[src/rtl/fetch_unit_if.sv]
// Fetch-stage bus bundle: instruction-memory request/response, redirect input and decode handshake.
// Performance counter ports exist only when FETCH_PERF_EN is defined.
interface fetch_unit_if;
    logic        imem_req;
    logic [31:0] imem_addr;
    logic [31:0] imem_rdata;
    logic        redirect_valid;
    logic [31:0] redirect_target;
    logic        out_valid;
    logic        out_ready;
    logic [31:0] out_instr;
    logic [31:0] out_pc;
    logic [31:0] out_pc_plus4;
`ifdef FETCH_PERF_EN
    logic [31:0] perf_fetched;
    logic [31:0] perf_stall;
    logic [31:0] perf_flush;
`endif

    modport master (
        output imem_req, imem_addr, out_valid, out_instr, out_pc, out_pc_plus4,
`ifdef FETCH_PERF_EN
        output perf_fetched, perf_stall, perf_flush,
`endif
        input  imem_rdata, redirect_valid, redirect_target, out_ready
    );

    modport slave (
        input  imem_req, imem_addr, out_valid, out_instr, out_pc, out_pc_plus4,
`ifdef FETCH_PERF_EN
        input  perf_fetched, perf_stall, perf_flush,
`endif
        output imem_rdata, redirect_valid, redirect_target, out_ready
    );
endinterface

[src/rtl/fetch_unit.sv]
// Instruction fetch stage: PC ownership, credit-limited issue to a 1-cycle memory, 2-entry output queue.
// Optional FETCH_PERF_EN adds fetched/stall/flush counters.
module fetch_unit #(
    parameter logic [31:0] RESET_PC  = 32'h0000_0000,
    parameter bit          WORD_ADDR = 1'b1
) (
    input  logic          clk,
    input  logic          rst_n,
    fetch_unit_if.master  bus
);

    logic [31:0] pc_r;
    logic [31:0] tag_pc_r;
    logic        inflight_r;
    logic [1:0]  count_r;
    logic [31:0] q0_instr_r, q0_pc_r, q1_instr_r, q1_pc_r, head_pc4_r;

    logic [31:0] q0_instr_n, q0_pc_n, q1_instr_n, q1_pc_n, head_pc4_n;
    logic [1:0]  count_n;
    logic        out_valid_s, pop_s, push_s, issue_s;
    logic [2:0]  occ_s;

    // Occupancy after this cycle's pop decides whether a new request still has a queue slot.
    assign out_valid_s = (count_r != 2'd0) & ~bus.redirect_valid;
    assign pop_s       = out_valid_s & bus.out_ready;
    assign push_s      = inflight_r & ~bus.redirect_valid;
    assign occ_s       = {1'b0, count_r} + {2'b00, inflight_r} - {2'b00, pop_s};
    assign issue_s     = rst_n & ~bus.redirect_valid & (occ_s < 3'd2);

    assign bus.imem_req     = issue_s;
    assign bus.imem_addr    = WORD_ADDR ? {2'b00, pc_r[31:2]} : pc_r;
    assign bus.out_valid    = out_valid_s;
    assign bus.out_instr    = q0_instr_r;
    assign bus.out_pc       = q0_pc_r;
    assign bus.out_pc_plus4 = head_pc4_r;

    // Queue next-state: redirect empties it, otherwise shift on pop and append the returning response.
    always_comb begin
        q0_instr_n = q0_instr_r;
        q0_pc_n    = q0_pc_r;
        q1_instr_n = q1_instr_r;
        q1_pc_n    = q1_pc_r;
        head_pc4_n = head_pc4_r;
        count_n    = count_r;
        if (bus.redirect_valid) begin
            count_n = 2'd0;
        end else begin
            case ({push_s, pop_s})
                2'b10: begin
                    if (count_r == 2'd0) begin
                        q0_instr_n = bus.imem_rdata;
                        q0_pc_n    = tag_pc_r;
                        head_pc4_n = tag_pc_r + 32'd4;
                    end else begin
                        q1_instr_n = bus.imem_rdata;
                        q1_pc_n    = tag_pc_r;
                    end
                    count_n = count_r + 2'd1;
                end
                2'b01: begin
                    q0_instr_n = q1_instr_r;
                    q0_pc_n    = q1_pc_r;
                    head_pc4_n = q1_pc_r + 32'd4;
                    count_n    = count_r - 2'd1;
                end
                2'b11: begin
                    if (count_r == 2'd1) begin
                        q0_instr_n = bus.imem_rdata;
                        q0_pc_n    = tag_pc_r;
                        head_pc4_n = tag_pc_r + 32'd4;
                    end else begin
                        q0_instr_n = q1_instr_r;
                        q0_pc_n    = q1_pc_r;
                        head_pc4_n = q1_pc_r + 32'd4;
                        q1_instr_n = bus.imem_rdata;
                        q1_pc_n    = tag_pc_r;
                    end
                end
                default: begin
                    count_n = count_r;
                end
            endcase
        end
    end

    // PC, in-flight tracking and queue storage.
    always_ff @(posedge clk or negedge rst_n) begin
        if (!rst_n) begin
            pc_r       <= RESET_PC;
            tag_pc_r   <= 32'h0000_0000;
            inflight_r <= 1'b0;
            count_r    <= 2'd0;
            q0_instr_r <= 32'h0000_0000;
            q0_pc_r    <= 32'h0000_0000;
            q1_instr_r <= 32'h0000_0000;
            q1_pc_r    <= 32'h0000_0000;
            head_pc4_r <= 32'h0000_0000;
        end else begin
            if (bus.redirect_valid) begin
                pc_r <= {bus.redirect_target[31:2], 2'b00};
            end else if (issue_s) begin
                pc_r <= pc_r + 32'd4;
            end else begin
                pc_r <= pc_r;
            end
            if (issue_s) begin
                tag_pc_r <= pc_r;
            end else begin
                tag_pc_r <= tag_pc_r;
            end
            inflight_r <= issue_s;
            count_r    <= count_n;
            q0_instr_r <= q0_instr_n;
            q0_pc_r    <= q0_pc_n;
            q1_instr_r <= q1_instr_n;
            q1_pc_r    <= q1_pc_n;
            head_pc4_r <= head_pc4_n;
        end
    end

`ifdef FETCH_PERF_EN
    logic [31:0] perf_fetched_r, perf_stall_r, perf_flush_r;

    assign bus.perf_fetched = perf_fetched_r;
    assign bus.perf_stall   = perf_stall_r;
    assign bus.perf_flush   = perf_flush_r;

    // Free-running wrap-around event counters.
    always_ff @(posedge clk or negedge rst_n) begin
        if (!rst_n) begin
            perf_fetched_r <= 32'h0000_0000;
            perf_stall_r   <= 32'h0000_0000;
            perf_flush_r   <= 32'h0000_0000;
        end else begin
            perf_fetched_r <= perf_fetched_r + {31'd0, pop_s};
            perf_stall_r   <= perf_stall_r + {31'd0, out_valid_s & ~bus.out_ready};
            perf_flush_r   <= perf_flush_r + {31'd0, bus.redirect_valid};
        end
    end
`endif

endmodule
[src/flat_wrapper.sv]
// flat-port wrapper written by rule: the top's interface ports become plain ports
module fetch_unit_flat 
#(
    parameter logic [31:0] RESET_PC  = 32'h0000_0000,
    parameter bit          WORD_ADDR = 1'b1
)
  (clk, rst_n, bus_imem_req, bus_imem_addr, bus_out_valid, bus_out_instr, bus_out_pc, bus_out_pc_plus4, bus_imem_rdata, bus_redirect_valid, bus_redirect_target, bus_out_ready);
  fetch_unit_if bus_i ();
  input  logic clk;
  input  logic rst_n;
  output wire logic [$bits(bus_i.imem_req)-1:0] bus_imem_req;
  output wire logic [$bits(bus_i.imem_addr)-1:0] bus_imem_addr;
  output wire logic [$bits(bus_i.out_valid)-1:0] bus_out_valid;
  output wire logic [$bits(bus_i.out_instr)-1:0] bus_out_instr;
  output wire logic [$bits(bus_i.out_pc)-1:0] bus_out_pc;
  output wire logic [$bits(bus_i.out_pc_plus4)-1:0] bus_out_pc_plus4;
  input wire logic [$bits(bus_i.imem_rdata)-1:0] bus_imem_rdata;
  input wire logic [$bits(bus_i.redirect_valid)-1:0] bus_redirect_valid;
  input wire logic [$bits(bus_i.redirect_target)-1:0] bus_redirect_target;
  input wire logic [$bits(bus_i.out_ready)-1:0] bus_out_ready;
  assign bus_imem_req = bus_i.imem_req;
  assign bus_imem_addr = bus_i.imem_addr;
  assign bus_out_valid = bus_i.out_valid;
  assign bus_out_instr = bus_i.out_instr;
  assign bus_out_pc = bus_i.out_pc;
  assign bus_out_pc_plus4 = bus_i.out_pc_plus4;
  assign bus_i.imem_rdata = bus_imem_rdata;
  assign bus_i.redirect_valid = bus_redirect_valid;
  assign bus_i.redirect_target = bus_redirect_target;
  assign bus_i.out_ready = bus_out_ready;
  fetch_unit #(.RESET_PC(RESET_PC), .WORD_ADDR(WORD_ADDR)) u_core (.clk(clk), .rst_n(rst_n), .bus(bus_i));
endmodule
[config.mk]
export PLATFORM = sky130hd
export DESIGN_NAME = fetch_unit_flat
export DESIGN_NICKNAME = d
export VERILOG_FILES = /design/src/rtl/fetch_unit_if.sv /design/src/rtl/fetch_unit.sv /design/src/flat_wrapper.sv
export SDC_FILE = /design/constraint.sdc
export NUM_CORES = 1
export LEC_CHECK = 0
export CELL_PAD_IN_SITES_DETAIL_PLACEMENT = 1
export CELL_PAD_IN_SITES_GLOBAL_PLACEMENT = 1
export CORE_MARGIN = 4
export CORE_UTILIZATION = 40
export CTS_CLUSTER_DIAMETER = 100
export CTS_CLUSTER_SIZE = 12
export DETAILED_ROUTE_END_ITERATION = 16
export PLACE_DENSITY = 0.9
export SKIP_CTS_REPAIR_TIMING = 1
export SKIP_LAST_GASP = 1
export SLEW_MARGIN = 10
export SYNTH_ARGS = -nofsm -noshare
export SYNTH_HDL_FRONTEND = slang
export SYNTH_SLANG_ARGS = --single-unit
[constraint.sdc]
create_clock -name clk -period 5.2 [get_ports clk]
set_clock_uncertainty 0.15 [all_clocks]
set_input_delay 1.04 -clock clk [delete_from_list [all_inputs] [get_ports clk]]
set_output_delay 1.04 -clock clk [all_outputs]
set_load 0.02 [all_outputs]
==> flow_metrics.py <==
metrics = {
    "die": {
        "die_x_um": 171,
        "die-area_um2": 29200,
        "start_util_pct": 40.8,
        "ios": 198,
        "chipHeight_um": 171,
        "core_area_um2": 26100,
        "num_rows": 59,
    },
    "synthesis": {
        "ys_seq_area_share_pct": 51.1,
        "async_flop_share_pct": 100,
        "yosysTopAreaCell": "dfrtp_1",
        "synth_cell_types": 53,
        "syn_area_per_cell_um2": 9.49,
        "synth_flop_cell": "dfrtp_1",
        "syn_area_um2": 10600,
        "ys_top_cells_by_area": "dfrtp_1 (51%), nand2_1 (10%), mux2_2 (6.7%), a31oi_1 (3.8%), nor2_1 (3.1%)",
        "synthCells": 1120,
        "ys_ff_latch": 217,
        "ys_warn_count": 0,
        "yosysTopAreaCellShare_pct": 51.1,
        "synth-edff-count": 0,
    },
    "worst_setup_path": {
        "required_ns": 4.01,
        "cp_max_fo": 7,
        "crit_arrival_ns": 3.80,
        "cp-end-kind": "primary output",
        "cp-start-kind": "input port",
        "crit_type": "in2out",
    },
    "power": {
        "ir_worst_vdd_mv": 0.357,
        "p_int_mw": 4.65,
        "combPwrFrac_pct": 41.3,
        "p_sw_share_pct": 40.8,
        "pwr-share-clk_pct": 18.1,
        "total_power_mw": 7.86,
        "powerDensity_nw_per_um2": 585,
        "switchingPower_mw": 3.21,
        "sequentialPowerShare_pct": 40.6,
        "p_leak_nw": 5.59,
    },
    "grt": {
        "grt_pass1_wl_um": 55300,
        "overflow": 0,
        "antenna_found_initial": 0,
        "grt_max_degree": 85,
        "grt_pass1_vias": 10013,
        "grt_usage_pct": 23.2,
    },
    "routing": {
        "vias": 9453,
        "first_pass_iters": 5,
        "drc": 0,
        "wire_per_inst_um": 21.4,
        "ant_nets": 0,
        "drt-initial-drc-count": 836,
        "via_per_inst": 5.84,
        "drt_wl_total_um": 34700,
    },
    "cells_and_area": {
        "drive_gt1_share_pct": 9.58,
        "antenna_cells": 0,
        "fin_cells": 1619,
        "final_common_cell": "nand2_1",
        "finalNetCount": 1357,
        "final_cell_mix": "nand2_1 (282), dfrtp_1 (217), clkdlybuf4s50_1 (188)",
        "area_delta_synth_final_pct": 26.4,
        "final_area_um2": 13400,
    },
    "status": {
        "status": "completed",
    },
    "cts": {
        "cts_buffer_depth": 3,
        "htree_levels": 1,
        "clkTransAtPathRegs_ns": 0.06,
        "numCtsBuffers": 22,
        "clockRootBuffer": "clkbuf_16",
        "clkLatencyLatePin_ns": 0.50,
        "cts_tree": "done",
        "cts.sink_count": 217,
    },
    "min_path": {
        "hp-class": "in2async",
    },
    "sta": {
        "period_needed_ns": 4.99,
        "min_period_over_period_pct": 95.9,
        "whs_ns": 0.260,
        "tightest_slew_ns": 1.01,
        "tns_ns": 0,
        "hold_viol_final": 0,
        "fmax_mhz": 200,
        "setup_violations": 0,
        "finalMaxSlewViolations": 0,
        "slew-limit-headroom_pct": 32.5,
        "rsz0062_at_grt": "false",
    },
    "placed_design": {
        "dp_hpwl_um": 23900,
        "gp_congestion": 0.848,
        "io_buffers": 189,
        "place_area_um2": 12800,
        "dp.cells": 1594,
    },
    "run": {
        "maxCapViolCount": 0,
    },
}
==> registers in the layout, summed over array words and instances, names as in the netlist <==
name,flops
u_core.bus.out_instr,32
u_core.tag_pc_r,30
u_core.bus.out_pc_plus4,30
u_core.q1_instr_r,32
u_core.count_r,2
u_core.q1_pc_r,30
u_core.pc_r,30
u_core.inflight_r,1
u_core.bus.out_pc,30
==> layer usage <==
layer	up-vias	share of wire (%)	track usage [%]
met5	-	0	0
met4	0	2.4	6.17
met3	64	6.2	3.03
met2	372	48	38.8
met1	4766	43	32.1
li1	4251	-	-
==> kinds of logic (layout without fill, tap and decap cells) <==
logic type      Yosys count  in the layout  synth area share, %
fa+ha+maj                 6              6                0.777
flops                   217            217                 51.1
other cells               1              6               0.0353
mux                      72             72                 7.53
compound gates          168            168                 11.0
buf+inv                  88            247                 3.40
simple gates            517            517                 21.9
xor+xnor                 51             51                 4.20
==> area by class of cell <==
cell class	instances	area, um2
fill	2914	12600
inverter	15	56.3
timing repair buffer	207	2060
clock buffer	24	579
multi-input combinational	820	4870
sequential	217	5430
clock inverter	1	11.3
tap	335	419
==> Yosys cell counts (3+ instances only) <==
cell type / count
nor3_1: 13
ha_1: 5
nand4_1: 21
o311ai_1: 5
nand2b_1: 7
and4_1: 6
nand2_1: 282
a221o_1: 9
and3_1: 16
and2_1: 4
nor4_2: 4
inv_1: 14
clkbuf_1: 49
xor2_1: 26
a21oi_1: 7
a31oi_1: 64
o311ai_0: 15
or4_1: 6
a21o_1: 3
xnor2_1: 25
a22oi_1: 6
o221ai_1: 10
nor2_1: 87
or2_2: 3
mux2_2: 63
dfrtp_1: 217
mux2i_1: 9
nand3_1: 47
o21ai_0: 25
a221oi_1: 3
buf_2: 7
o211ai_1: 13
buf_1: 11
buf_4: 6
nor4_1: 8
a211o_1: 3
==> worst paths after layout <==
kind                                                        startpoint                                     end  slack [ns]  depth (start not counted)
worst min register to register  u_core.bus.out_pc_plus4[5]$_DFFE_PN0P_  u_core.bus.out_pc_plus4[5]$_DFFE_PN0P_        0.33                          2
worst min-delay path                                             rst_n       u_core.q1_instr_r[31]$_DFFE_PN0P_        0.26                          1
max in group asynchronous                                        rst_n             u_core.pc_r[17]$_DFFE_PN0P_        3.40                          2
worst max-delay path                                     bus_out_ready                            bus_imem_req        0.21                          9
worst max register to register           u_core.count_r[1]$_DFFE_PN0P_             u_core.pc_r[25]$_DFFE_PN0P_        1.24                         13
min in group clk                u_core.bus.out_pc_plus4[5]$_DFFE_PN0P_  u_core.bus.out_pc_plus4[5]$_DFFE_PN0P_        0.33                          2
==> worst max-delay path, stage by stage <==
cell,delay [ns]
clkdlybuf4s50_1,0.63
nand2_1,0.14
xnor2_1,0.17
nand2_1,0.10
fa_1,0.49
nand2_1,0.15
or3_1,0.40
inv_2,0.08
clkdlybuf4s50_1,0.60
==> power by group through the flow <==
stage	Sequential [mW]	Clock (mW)	Combinational, mW
finish	3.19	1.42	3.25
global route	3.29	1.52	3.52
CTS	3.17	1.46	3.28
detailed placement	3.19	0	3.24
global placement	3.13	0	3.10
floorplan	3.39	0	1.44
==> per-stage QoR <==
stage / util (%) / worst slack [ns]
after floorplan: - / 0.408
after global placement: 49.3 / 0.311
after detailed placement: 49.3 / 0.235
after CTS: 51.5 / 0.220
after global routing: 51.5 / 0.117
final: 51.5 / 0.212
(Power assumes the default switching activity.)
